**src/rtl/id_stage_pipe.sv**
```systemverilog
// ---------------------------------------------------------------------------
// id_stage_pipe: registered RV32I instruction-decode stage (IF/ID -> ID/EX).
//
// Decodes OP-IMM, OP, LOAD and STORE. Operands come from the GPR file or are
// forwarded from later stages, where the youngest stage (index 0) wins. A
// load-use hazard holds the input and inserts a bubble. Both sides use a
// valid/ready handshake, and flush_i kills the held operation and the input.
//
// Optional feature: define ID_LUI_AUIPC_EN to also decode LUI and AUIPC.
// Without it, both opcodes are reported as unknown (error_o=1).
//
// Ports:
//   clk, rst_n          clock, asynchronous active-low reset
//   in_valid/in_ready   input handshake; instr_i, pc_i are the instruction
//   flush_i             kill the held output and the current input
//   gprs_raddr1/2       combinational rs1/rs2 addresses to the GPR file
//   gprs_rdata1/2_i     asynchronous GPR read data
//   fwd_waddr_i/wdata_i flattened forwarding sources (index 0 = youngest)
//   fwd_isload_i        forwarding source is a load whose data is not ready
//   out_valid/out_ready output handshake
//   rtlop_o, rtltype_o  ALU operation and operation type
//   pc_o, src1_o, src2_o, store_data_o, gprs_waddr_o, error_o  ID/EX payload
// ---------------------------------------------------------------------------
module id_stage_pipe #(
  parameter int DATA_W  = 32,
  parameter int REG_AW  = 5,
  parameter int NUM_FWD = 2
) (
  input  logic                      clk,
  input  logic                      rst_n,
  input  logic                      in_valid,
  output logic                      in_ready,
  input  logic [31:0]               instr_i,
  input  logic [DATA_W-1:0]         pc_i,
  input  logic                      flush_i,
  output logic [REG_AW-1:0]         gprs_raddr1,
  output logic [REG_AW-1:0]         gprs_raddr2,
  input  logic [DATA_W-1:0]         gprs_rdata1_i,
  input  logic [DATA_W-1:0]         gprs_rdata2_i,
  input  logic [NUM_FWD*REG_AW-1:0] fwd_waddr_i,
  input  logic [NUM_FWD*DATA_W-1:0] fwd_wdata_i,
  input  logic [NUM_FWD-1:0]        fwd_isload_i,
  output logic                      out_valid,
  input  logic                      out_ready,
  output logic [3:0]                rtlop_o,
  output logic [1:0]                rtltype_o,
  output logic [DATA_W-1:0]         pc_o,
  output logic [DATA_W-1:0]         src1_o,
  output logic [DATA_W-1:0]         src2_o,
  output logic [DATA_W-1:0]         store_data_o,
  output logic [REG_AW-1:0]         gprs_waddr_o,
  output logic                      error_o
);

  localparam logic [6:0] OPC_OPIMM = 7'b0010011;
  localparam logic [6:0] OPC_OP    = 7'b0110011;
  localparam logic [6:0] OPC_LOAD  = 7'b0000011;
  localparam logic [6:0] OPC_STORE = 7'b0100011;
  localparam logic [6:0] F7_BASE   = 7'b0000000;
  localparam logic [6:0] F7_ALT    = 7'b0100000;
  localparam logic [1:0] T_ARICH = 2'd0, T_RMEM = 2'd1, T_WMEM = 2'd2;
  localparam logic [3:0] OP_ADD = 4'b0000, OP_SHR = 4'b0101;
  localparam logic [3:0] OP_SAR = 4'b1101, OP_SUB = 4'b1000;

  // instruction fields
  logic [6:0]        w_opc, w_f7;
  logic [2:0]        w_f3;
  logic [REG_AW-1:0] w_rs1, w_rs2, w_rd;
  logic [DATA_W-1:0] w_imm_i, w_imm_s;

  assign w_opc   = instr_i[6:0];
  assign w_f3    = instr_i[14:12];
  assign w_f7    = instr_i[31:25];
  assign w_rd    = REG_AW'(instr_i[11:7]);
  assign w_rs1   = REG_AW'(instr_i[19:15]);
  assign w_rs2   = REG_AW'(instr_i[24:20]);
  assign w_imm_i = DATA_W'($signed(instr_i[31:20]));
  assign w_imm_s = DATA_W'($signed({instr_i[31:25], instr_i[11:7]}));

`ifdef ID_LUI_AUIPC_EN
  logic [DATA_W-1:0] w_imm_u;
  assign w_imm_u = DATA_W'($signed({instr_i[31:12], 12'b0}));
`endif

  assign gprs_raddr1 = w_rs1;
  assign gprs_raddr2 = w_rs2;

  // unpack the forwarding buses
  logic [REG_AW-1:0] w_fwd_addr [NUM_FWD];
  logic [DATA_W-1:0] w_fwd_data [NUM_FWD];
  genvar gi;
  generate
    for (gi = 0; gi < NUM_FWD; gi++) begin : g_fwd
      assign w_fwd_addr[gi] = fwd_waddr_i[gi*REG_AW +: REG_AW];
      assign w_fwd_data[gi] = fwd_wdata_i[gi*DATA_W +: DATA_W];
    end
  endgenerate

  // Scan oldest to youngest so the youngest matching source is applied last
  // and wins. x0 overrides everything.
  logic [DATA_W-1:0] w_op1, w_op2;
  always_comb begin
    w_op1 = gprs_rdata1_i;
    w_op2 = gprs_rdata2_i;
    for (int k = NUM_FWD - 1; k >= 0; k--) begin
      if (w_fwd_addr[k] != '0 && w_fwd_addr[k] == w_rs1) w_op1 = w_fwd_data[k];
      if (w_fwd_addr[k] != '0 && w_fwd_addr[k] == w_rs2) w_op2 = w_fwd_data[k];
    end
    if (w_rs1 == '0) w_op1 = '0;
    if (w_rs2 == '0) w_op2 = '0;
  end

  // decode
  logic              w_use1, w_use2, w_err;
  logic [3:0]        w_rtlop;
  logic [1:0]        w_rtltype;
  logic [DATA_W-1:0] w_src1, w_src2, w_store;
  logic [REG_AW-1:0] w_waddr;

  always_comb begin
    w_use1    = 1'b0;
    w_use2    = 1'b0;
    w_err     = 1'b0;
    w_rtlop   = OP_ADD;
    w_rtltype = T_ARICH;
    w_src1    = '0;
    w_src2    = '0;
    w_store   = '0;
    w_waddr   = '0;
    case (w_opc)
      OPC_OPIMM: begin
        w_use1  = 1'b1;
        w_src1  = w_op1;
        w_src2  = w_imm_i;
        w_waddr = w_rd;
        w_rtlop = {1'b0, w_f3};
        if (w_f3 == 3'b101) begin
          if (w_f7 == F7_BASE)     w_rtlop = OP_SHR;
          else if (w_f7 == F7_ALT) w_rtlop = OP_SAR;
          else                     w_err   = 1'b1;
        end else if (w_f3 == 3'b001 && w_f7 != F7_BASE) begin
          w_err = 1'b1;
        end
      end
      OPC_OP: begin
        w_use1  = 1'b1;
        w_use2  = 1'b1;
        w_src1  = w_op1;
        w_src2  = w_op2;
        w_waddr = w_rd;
        w_rtlop = {1'b0, w_f3};
        if (w_f3 == 3'b000 || w_f3 == 3'b101) begin
          if (w_f7 == F7_ALT)       w_rtlop = (w_f3 == 3'b000) ? OP_SUB : OP_SAR;
          else if (w_f7 != F7_BASE) w_err   = 1'b1;
        end else if (w_f7 != F7_BASE) begin
          w_err = 1'b1;
        end
      end
      OPC_LOAD: begin
        w_use1    = 1'b1;
        w_src1    = w_op1;
        w_src2    = w_imm_i;
        w_rtltype = T_RMEM;
        w_waddr   = w_rd;
      end
      OPC_STORE: begin
        w_use1    = 1'b1;
        w_use2    = 1'b1;
        w_src1    = w_op1;
        w_src2    = w_imm_s;
        w_store   = w_op2;
        w_rtltype = T_WMEM;
      end
`ifdef ID_LUI_AUIPC_EN
      7'b0110111: begin
        w_src2  = w_imm_u;
        w_waddr = w_rd;
      end
      7'b0010111: begin
        w_src1  = pc_i;
        w_src2  = w_imm_u;
        w_waddr = w_rd;
      end
`endif
      default: w_err = 1'b1;
    endcase
    if (w_err) w_waddr = '0;
  end

  // load-use hazard: a pending load targets a source this instruction reads
  logic w_hazard;
  always_comb begin
    w_hazard = 1'b0;
    for (int k = 0; k < NUM_FWD; k++) begin
      if (fwd_isload_i[k] && w_fwd_addr[k] != '0 &&
          ((w_use1 && w_fwd_addr[k] == w_rs1) || (w_use2 && w_fwd_addr[k] == w_rs2)))
        w_hazard = 1'b1;
    end
  end

  assign in_ready = (~out_valid | out_ready) & ~w_hazard & ~flush_i;

  // ID/EX register
  always_ff @(posedge clk or negedge rst_n) begin
    if (!rst_n) begin
      out_valid    <= 1'b0;
      rtlop_o      <= '0;
      rtltype_o    <= T_ARICH;
      pc_o         <= '0;
      src1_o       <= '0;
      src2_o       <= '0;
      store_data_o <= '0;
      gprs_waddr_o <= '0;
      error_o      <= 1'b0;
    end else if (flush_i) begin
      // a killed operation must neither write back nor trap
      out_valid    <= 1'b0;
      gprs_waddr_o <= '0;
      error_o      <= 1'b0;
    end else if (!out_valid || out_ready) begin
      if (in_valid && !w_hazard) begin
        out_valid    <= 1'b1;
        rtlop_o      <= w_rtlop;
        rtltype_o    <= w_rtltype;
        pc_o         <= pc_i;
        src1_o       <= w_src1;
        src2_o       <= w_src2;
        store_data_o <= w_store;
        gprs_waddr_o <= w_waddr;
        error_o      <= w_err;
      end else begin
        // bubble (no input or load-use hazard)
        out_valid    <= 1'b0;
        gprs_waddr_o <= '0;
        error_o      <= 1'b0;
      end
    end
  end

endmodule

```
**config.mk**
```make
export PLATFORM = sky130hd
export DESIGN_NAME = id_stage_pipe
export DESIGN_NICKNAME = d
export VERILOG_FILES = /design/src/rtl/id_stage_pipe.sv
export SDC_FILE = /design/constraint.sdc
export NUM_CORES = 1
export LEC_CHECK = 0
export CAP_MARGIN = 0
export CORE_MARGIN = 4
export CORE_UTILIZATION = 40
export DETAILED_ROUTE_END_ITERATION = 10
export PLACE_DENSITY = 0.79
export SKIP_CTS_REPAIR_TIMING = 1
export SLEW_MARGIN = 20
export SYNTH_ARGS = -nofsm -noshare
export SYNTH_HDL_FRONTEND = slang
export SYNTH_SLANG_ARGS = --single-unit
```
**constraint.sdc**
```tcl
create_clock -name clk -period 4.17 [get_ports clk]
set_input_delay 1.251 -clock clk [delete_from_list [all_inputs] [get_ports clk]]
set_output_delay 1.251 -clock clk [all_outputs]
set_load 0.005 [all_outputs]
```
== Yosys cells after proc, flatten, opt, wreduce, memory -nomap -nowiden ==
Cells that the tools add are included.
Storage, ports and cells
  input port bits: 209
  register bits after elaboration: 141
  output and inout bits: 152
  logic and storage cells: 100
Operators by class
  reductions and logical operators: 34
  muxes and demuxes: 40
  bitwise operators: 6
  equality and inequality tests: 11
Operators by type and width (number)
  $mux 32: 8
  $pmux 32 s3: 1
  $mux 5: 5
  $eq 7x6->1 const B: 3
  $eq 5x5->1: 4
  $mux 4: 5
  $mux 1: 17
  $logic_and 1x1->1: 14
  $logic_not 5->1: 2
  $reduce_bool 5->1: 2
  $pmux 4 s2: 1
  $eq 7x2->1 const B: 1
  $eq 7x5->1 const B: 1
  $logic_not 7->1: 1
  $reduce_bool 7->1: 1
  $reduce_or 2->1: 3
  $logic_or 1x1->1: 4
  $pmux 2 s2: 1
  $reduce_or 4->1: 1
  $eq 3x1->1 const B: 1
  $eq 3x3->1 const B: 1
  $logic_not 3->1: 1
  $mux 3: 1
  $not 1->1: 3
  7 further kinds: 9

== Longest topological paths before layout ==
  depth in word-level cells: 13
  mapped depth: 9
  mapped depth without buffers: 6

== Worst setup path after synthesis ==
No wires, ideal clock.
  path type: input to output
  from: in instr_i[3]
  to: out in_ready
  data arrival time: 2.635 ns
  path slack: 0.284 ns
  path buffers: 3
  stages: 7
  required time: 2.919 ns
  path through: nor3b_1 > and2_1 > buf_2 > o2111a_1 > clkbuf_1 > clkbuf_1 > nor2_1
On the way
  word-level cells in the longest chain between the ends: 11
  elaborated cells between the ends (all ways): 21
  those cells by class: 4 x eq/ne; 4 x mux; 3 x bitwise; 10 x reduce/logical
RTL lines
  start, declared: RTL line 33  | input logic [31:0] instr_i,
  $eq 7x6->1, or another cell as far along: RTL line 130  | case (w_opc)
  $reduce_or 4->1 (no line) / $reduce_or 2->1 (equally long branches)
  $mux 1: RTL line 130
  $logic_and 1x1->1: RTL line 196  | ((w_use1 && w_fwd_addr[k] == w_rs1) || (w_use2 && w_fwd_addr[k] == w_rs2)))
  $logic_or 1x1->1: RTL line 196
  $logic_and 1x1->1: RTL line 195  | if (fwd_isload_i[k] && w_fwd_addr[k] != '0 &&
  $mux 1: RTL line 195
  $mux 1 (*): RTL line 195
  $not 1->1 (*): RTL line 201  | assign in_ready = (~out_valid | out_ready) & ~w_hazard & ~flush_i;
  $and 1x1->1 (*) (2 in series): RTL line 201
  end, declared: RTL line 32  | output logic in_ready,
Every way passes the cells marked *; elsewhere a longest branch is shown, timed or not.

== Final worst setup path ==
  from: in instr_i[21]
  to: out in_ready
On the way
  word-level cells in the longest chain between the ends: 9
  elaborated cells between the ends (all ways): 13
  those cells by class: 2 x eq/ne; 2 x mux; 3 x bitwise; 6 x reduce/logical
RTL lines (RTL line)
  $eq 5x5->1: 196
  $logic_and 1x1->1: 196
  $logic_or 1x1->1: 196
  $logic_and 1x1->1: 195
  $mux 1: 195
  $mux 1 (*): 195
  $not 1->1 (*): 201
  $and 1x1->1 (*) (2 in series): 201
Marked as above.

==> reports/summary.md <==
The initial antenna violation count is 0, and the headroom to the max-slew limit is 0.310. Walking the worst path, the cells encountered are clkdlybuf4s50_1 -> xnor2_1 -> nand2_1 -> or3_4 -> o211ai_4 -> nor2_4 -> clkbuf_2. In this run the deepest clock path goes through 2 buffers.

Entering global routing, the biggest net connects 85 pins. Post-placement cell count: 1,299. The maximum fanout along the worst path was 2; the half-perimeter wire length of the detailed placement result was 22,400 um.

The completed layout was analyzed and its total power is 3.81 mW. The tools report the total wire length after detailed routing as 30,600 um. The fraction of layout instances using a drive strength above 1 is 0.144, and the global-route congestion overflow total is 0. The clock sink count was 141; the width of the chip was 146 um. The post-route minimum period was 4100 ps; the number of port buffers was 360. For the pin with the worst max-slew slack, the measured transition is 1030 ps.

The post-synthesis xor/xnor area fraction is 0.0243. In this design, the largest share of critical-path delay is due to buffers and inverters. The number of iterations in the first detailed-routing pass came out at 4. In this run the cell area measured after placement is 0.0117 sq mm. For the final count of hold timing violations, the log shows 0. The fraction of the mapped netlist area in simple logic gates works out to 0.0759. Setup repair after global routing left no endpoint under its margin. Power spread over the standard cell area amounts to 308 mW/mm^2. The row count is 50, and the cell area after layout is 0.0124 sq mm. The tools report the leakage power of the design as 5.02 nW. The layout overhead on the synthesized area is 63.3%. Synthesis produced 714 cells. Setup violations remaining at the end of the flow were counted as 0. The tool flagged a number of max-cap violations equal to 0. The run gives 0.00757 sq mm as the post-synthesis cell area.

The all-layer global routing usage was 0.281; the adder-cell share of the synthesized area was 0. The share of async-settable or async-resettable flops after synthesis is 1.00, and the synthesized netlist net count is 923. Across all layers, the routed design uses 7,706 vias.

The type of the setup path with the least slack is in2out. The main combinational cell family by area after synthesis was compound AO/OA/AOI/OAI gates. The run gives 4 as the number of levels the H-tree was split into.

The via density per instance is 5.79. Counting the buffers created by CTS gives 17. Multiplexer area fraction after synthesis: 0.163.

The count of state elements after synthesis came out at 141. The logs give 0 ps for the final-layout setup total negative slack and 0 for the count of yosys warnings during synthesis. The worst setup path is launched from an input pin. In this run the remaining antenna-violating nets after routing total 0.

The largest individual stage delay along the critical path comes from the cell sky130_fd_sc_hd__clkdlybuf4s50_1. The run gives 0.466 as the post-synthesis sequential area ratio. The maximum clock frequency was 0.244 GHz. The run gives 410 ps as the clock network latency to the later pin of the worst-skew pair.

At the worst endpoint, the required time is 2920 ps. Number of pins exceeding their max-slew limit in the final report: 0. The path class of the tightest hold or removal check is reg2reg. The vertical extent of the die is 146 um, and the iteration-0 DRC count of the detailed router is 644. After clock tree synthesis, the clock-pin slew on the worst setup and hold paths is 70 ps. The synthesized design contains 0 enable-type register cells. The tools report the number of primary I/O pins as 361. The critical path data arrival time was 2850 ps. The post-synthesis compound-gate area fraction is 0.223, and the routed wire length per instance is 23.0 um. The sum of buffers and inverters on the critical path came out at 2. The logs give 0.406 for the effective utilization at floorplan and 0.0186 sq mm for the total core area. The flow ran to the end, and the final reports show no timing, DRC or antenna violations.

Routability-driven placement finished with a final weighted congestion of 0.922. The tree is rooted in a sky130_fd_sc_hd__clkbuf_16. For this run, design rule violations remaining after detail routing come to 0. The via count of the first global-routing pass is 7,925, and the largest vdd supply drop is 0.269 mV. The synthesized area per cell works out to 10.6 sq um.

The dominant synthesized flop cell is sky130_fd_sc_hd__dfrtp_1. The net count of the finished layout is 1,293. In this design, the stage delay of the slowest critical-path cell is 510 ps.

Synthesis instantiated 42 different standard cells from the library. TritonCTS built the clock tree. The final worst clock skew came out at 8.90 ps.

Area of the die: 0.0212 sq mm. The worst setup path is captured at an output port. The final clock period utilization by the worst path was 0.983.

The first global-routing pass estimated 46,800 um of wire. For the number of antenna cells inserted, the log shows 0. For this run, the number of standard cells in the final layout without fillers is 1,331.
placed cells by master (no fill, tap or decap), types with 7 or more instances in the layout:
master,n
sky130_fd_sc_hd__clkdlybuf4s50_1,352
sky130_fd_sc_hd__dfrtp_1,141
sky130_fd_sc_hd__o31ai_1,65
sky130_fd_sc_hd__o21ai_0,60
sky130_fd_sc_hd__buf_4,52
sky130_fd_sc_hd__mux2_2,44
sky130_fd_sc_hd__nor2_1,42
sky130_fd_sc_hd__a21oi_1,41
sky130_fd_sc_hd__mux2_1,37
sky130_fd_sc_hd__o221ai_1,37
sky130_fd_sc_hd__nand2_1,32
sky130_fd_sc_hd__mux2i_1,32
sky130_fd_sc_hd__o22a_1,21
sky130_fd_sc_hd__clkbuf_16,17
sky130_fd_sc_hd__xnor2_1,15
sky130_fd_sc_hd__nor2b_1,7
sky130_fd_sc_hd__buf_12,7
worst paths after layout:
path                                              startpoint                      endpoint  slack [ps]  depth (start not counted)
worst min-delay path            store_data_o[30]$_DFFE_PN0P_  store_data_o[30]$_DFFE_PN0P_         490                          1
worst min register to register  store_data_o[30]$_DFFE_PN0P_  store_data_o[30]$_DFFE_PN0P_         490                          1
worst max-delay path                             instr_i[21]                      in_ready          70                          7
min in group asynchronous                              rst_n         out_valid$_DFFE_PN0P_         870                          1
worst max register to register         out_valid$_DFFE_PN0P_        rtlop_o[0]$_DFFE_PN0P_        1890                          7
max in group asynchronous                              rst_n        src2_o[28]$_DFFE_PN0P_        2320                          2
per-layer routing:
metal  GRT usage  routed length, um  up-vias
met2       0.462              14700      454
met4       0.109               1060        0
met5           0                  0        -
met3      0.0881               2870       71
li1            -                  -     3451
met1       0.345              11900     3730
layout make-up:
cell class | instances | area [sq um]
Timing Repair Buffer | 421 | 4170
Sequential cell | 141 | 3530
Clock buffer | 21 | 480
Clock inverter | 11 | 82.6
Multi-Input combinational cell | 499 | 3790
Inverter | 4 | 15.0
Tap cell | 234 | 293
Fill cell | 1464 | 6280
cells by family after synthesis:
family	Yosys count
AO/OA/AOI/OAI	245
flip-flops	141
buffers and inverters	74
XOR/XNOR	21
AND/OR/NAND/NOR	120
multiplexers	113
metrics by stage:
step	util	hold WS, ps	setup WS, ps
4_1_cts	0.660	490	-706
5_1_grt	0.663	495	16.5
3_3_place_gp	0.629	467	-685
6_report	0.663	485	72.7
2_1_floorplan	-	483	284
3_5_place_dp	0.629	475	-685
Yosys cell counts (all sizes together), types with 5 or more instances:
cell type | n | area (sq um)
nor2b | 7 | 43.8
and3 | 5 | 31.3
xnor2 | 16 | 140
o21ai | 60 | 300
a22o | 6 | 52.6
dfrtp | 141 | 3530
o31ai | 66 | 495
nor2 | 43 | 161
a22oi | 6 | 45.0
mux2 | 81 | 912
nand3 | 7 | 35.0
xor2 | 5 | 43.8
o221ai | 37 | 324
o22a | 21 | 184
clkbuf | 43 | 161
a21oi | 42 | 210
nor3 | 6 | 35.0
nand2 | 33 | 124
mux2i | 32 | 320
buf | 27 | 186
state kept, by name, indices dropped and copies added, names as in the netlist:
signal        count
src1_o           32
out_valid         1
rtlop_o           4
pc_o             32
src2_o           32
rtltype_o         2
store_data_o     32
gprs_waddr_o      5
error_o           1
power by group:
group / internal, mW / total [mW] / switching (mW) / leakage (nW)
combinational: 0.509 / 0.841 / 0.332 / 2.91
clock: 0.829 / 1.45 / 0.623 / 0.265
sequential: 1.46 / 1.51 / 0.0482 / 1.85
total: 2.80 / 3.81 / 1.00 / 5.02
Power figures use the tool's default switching activity.
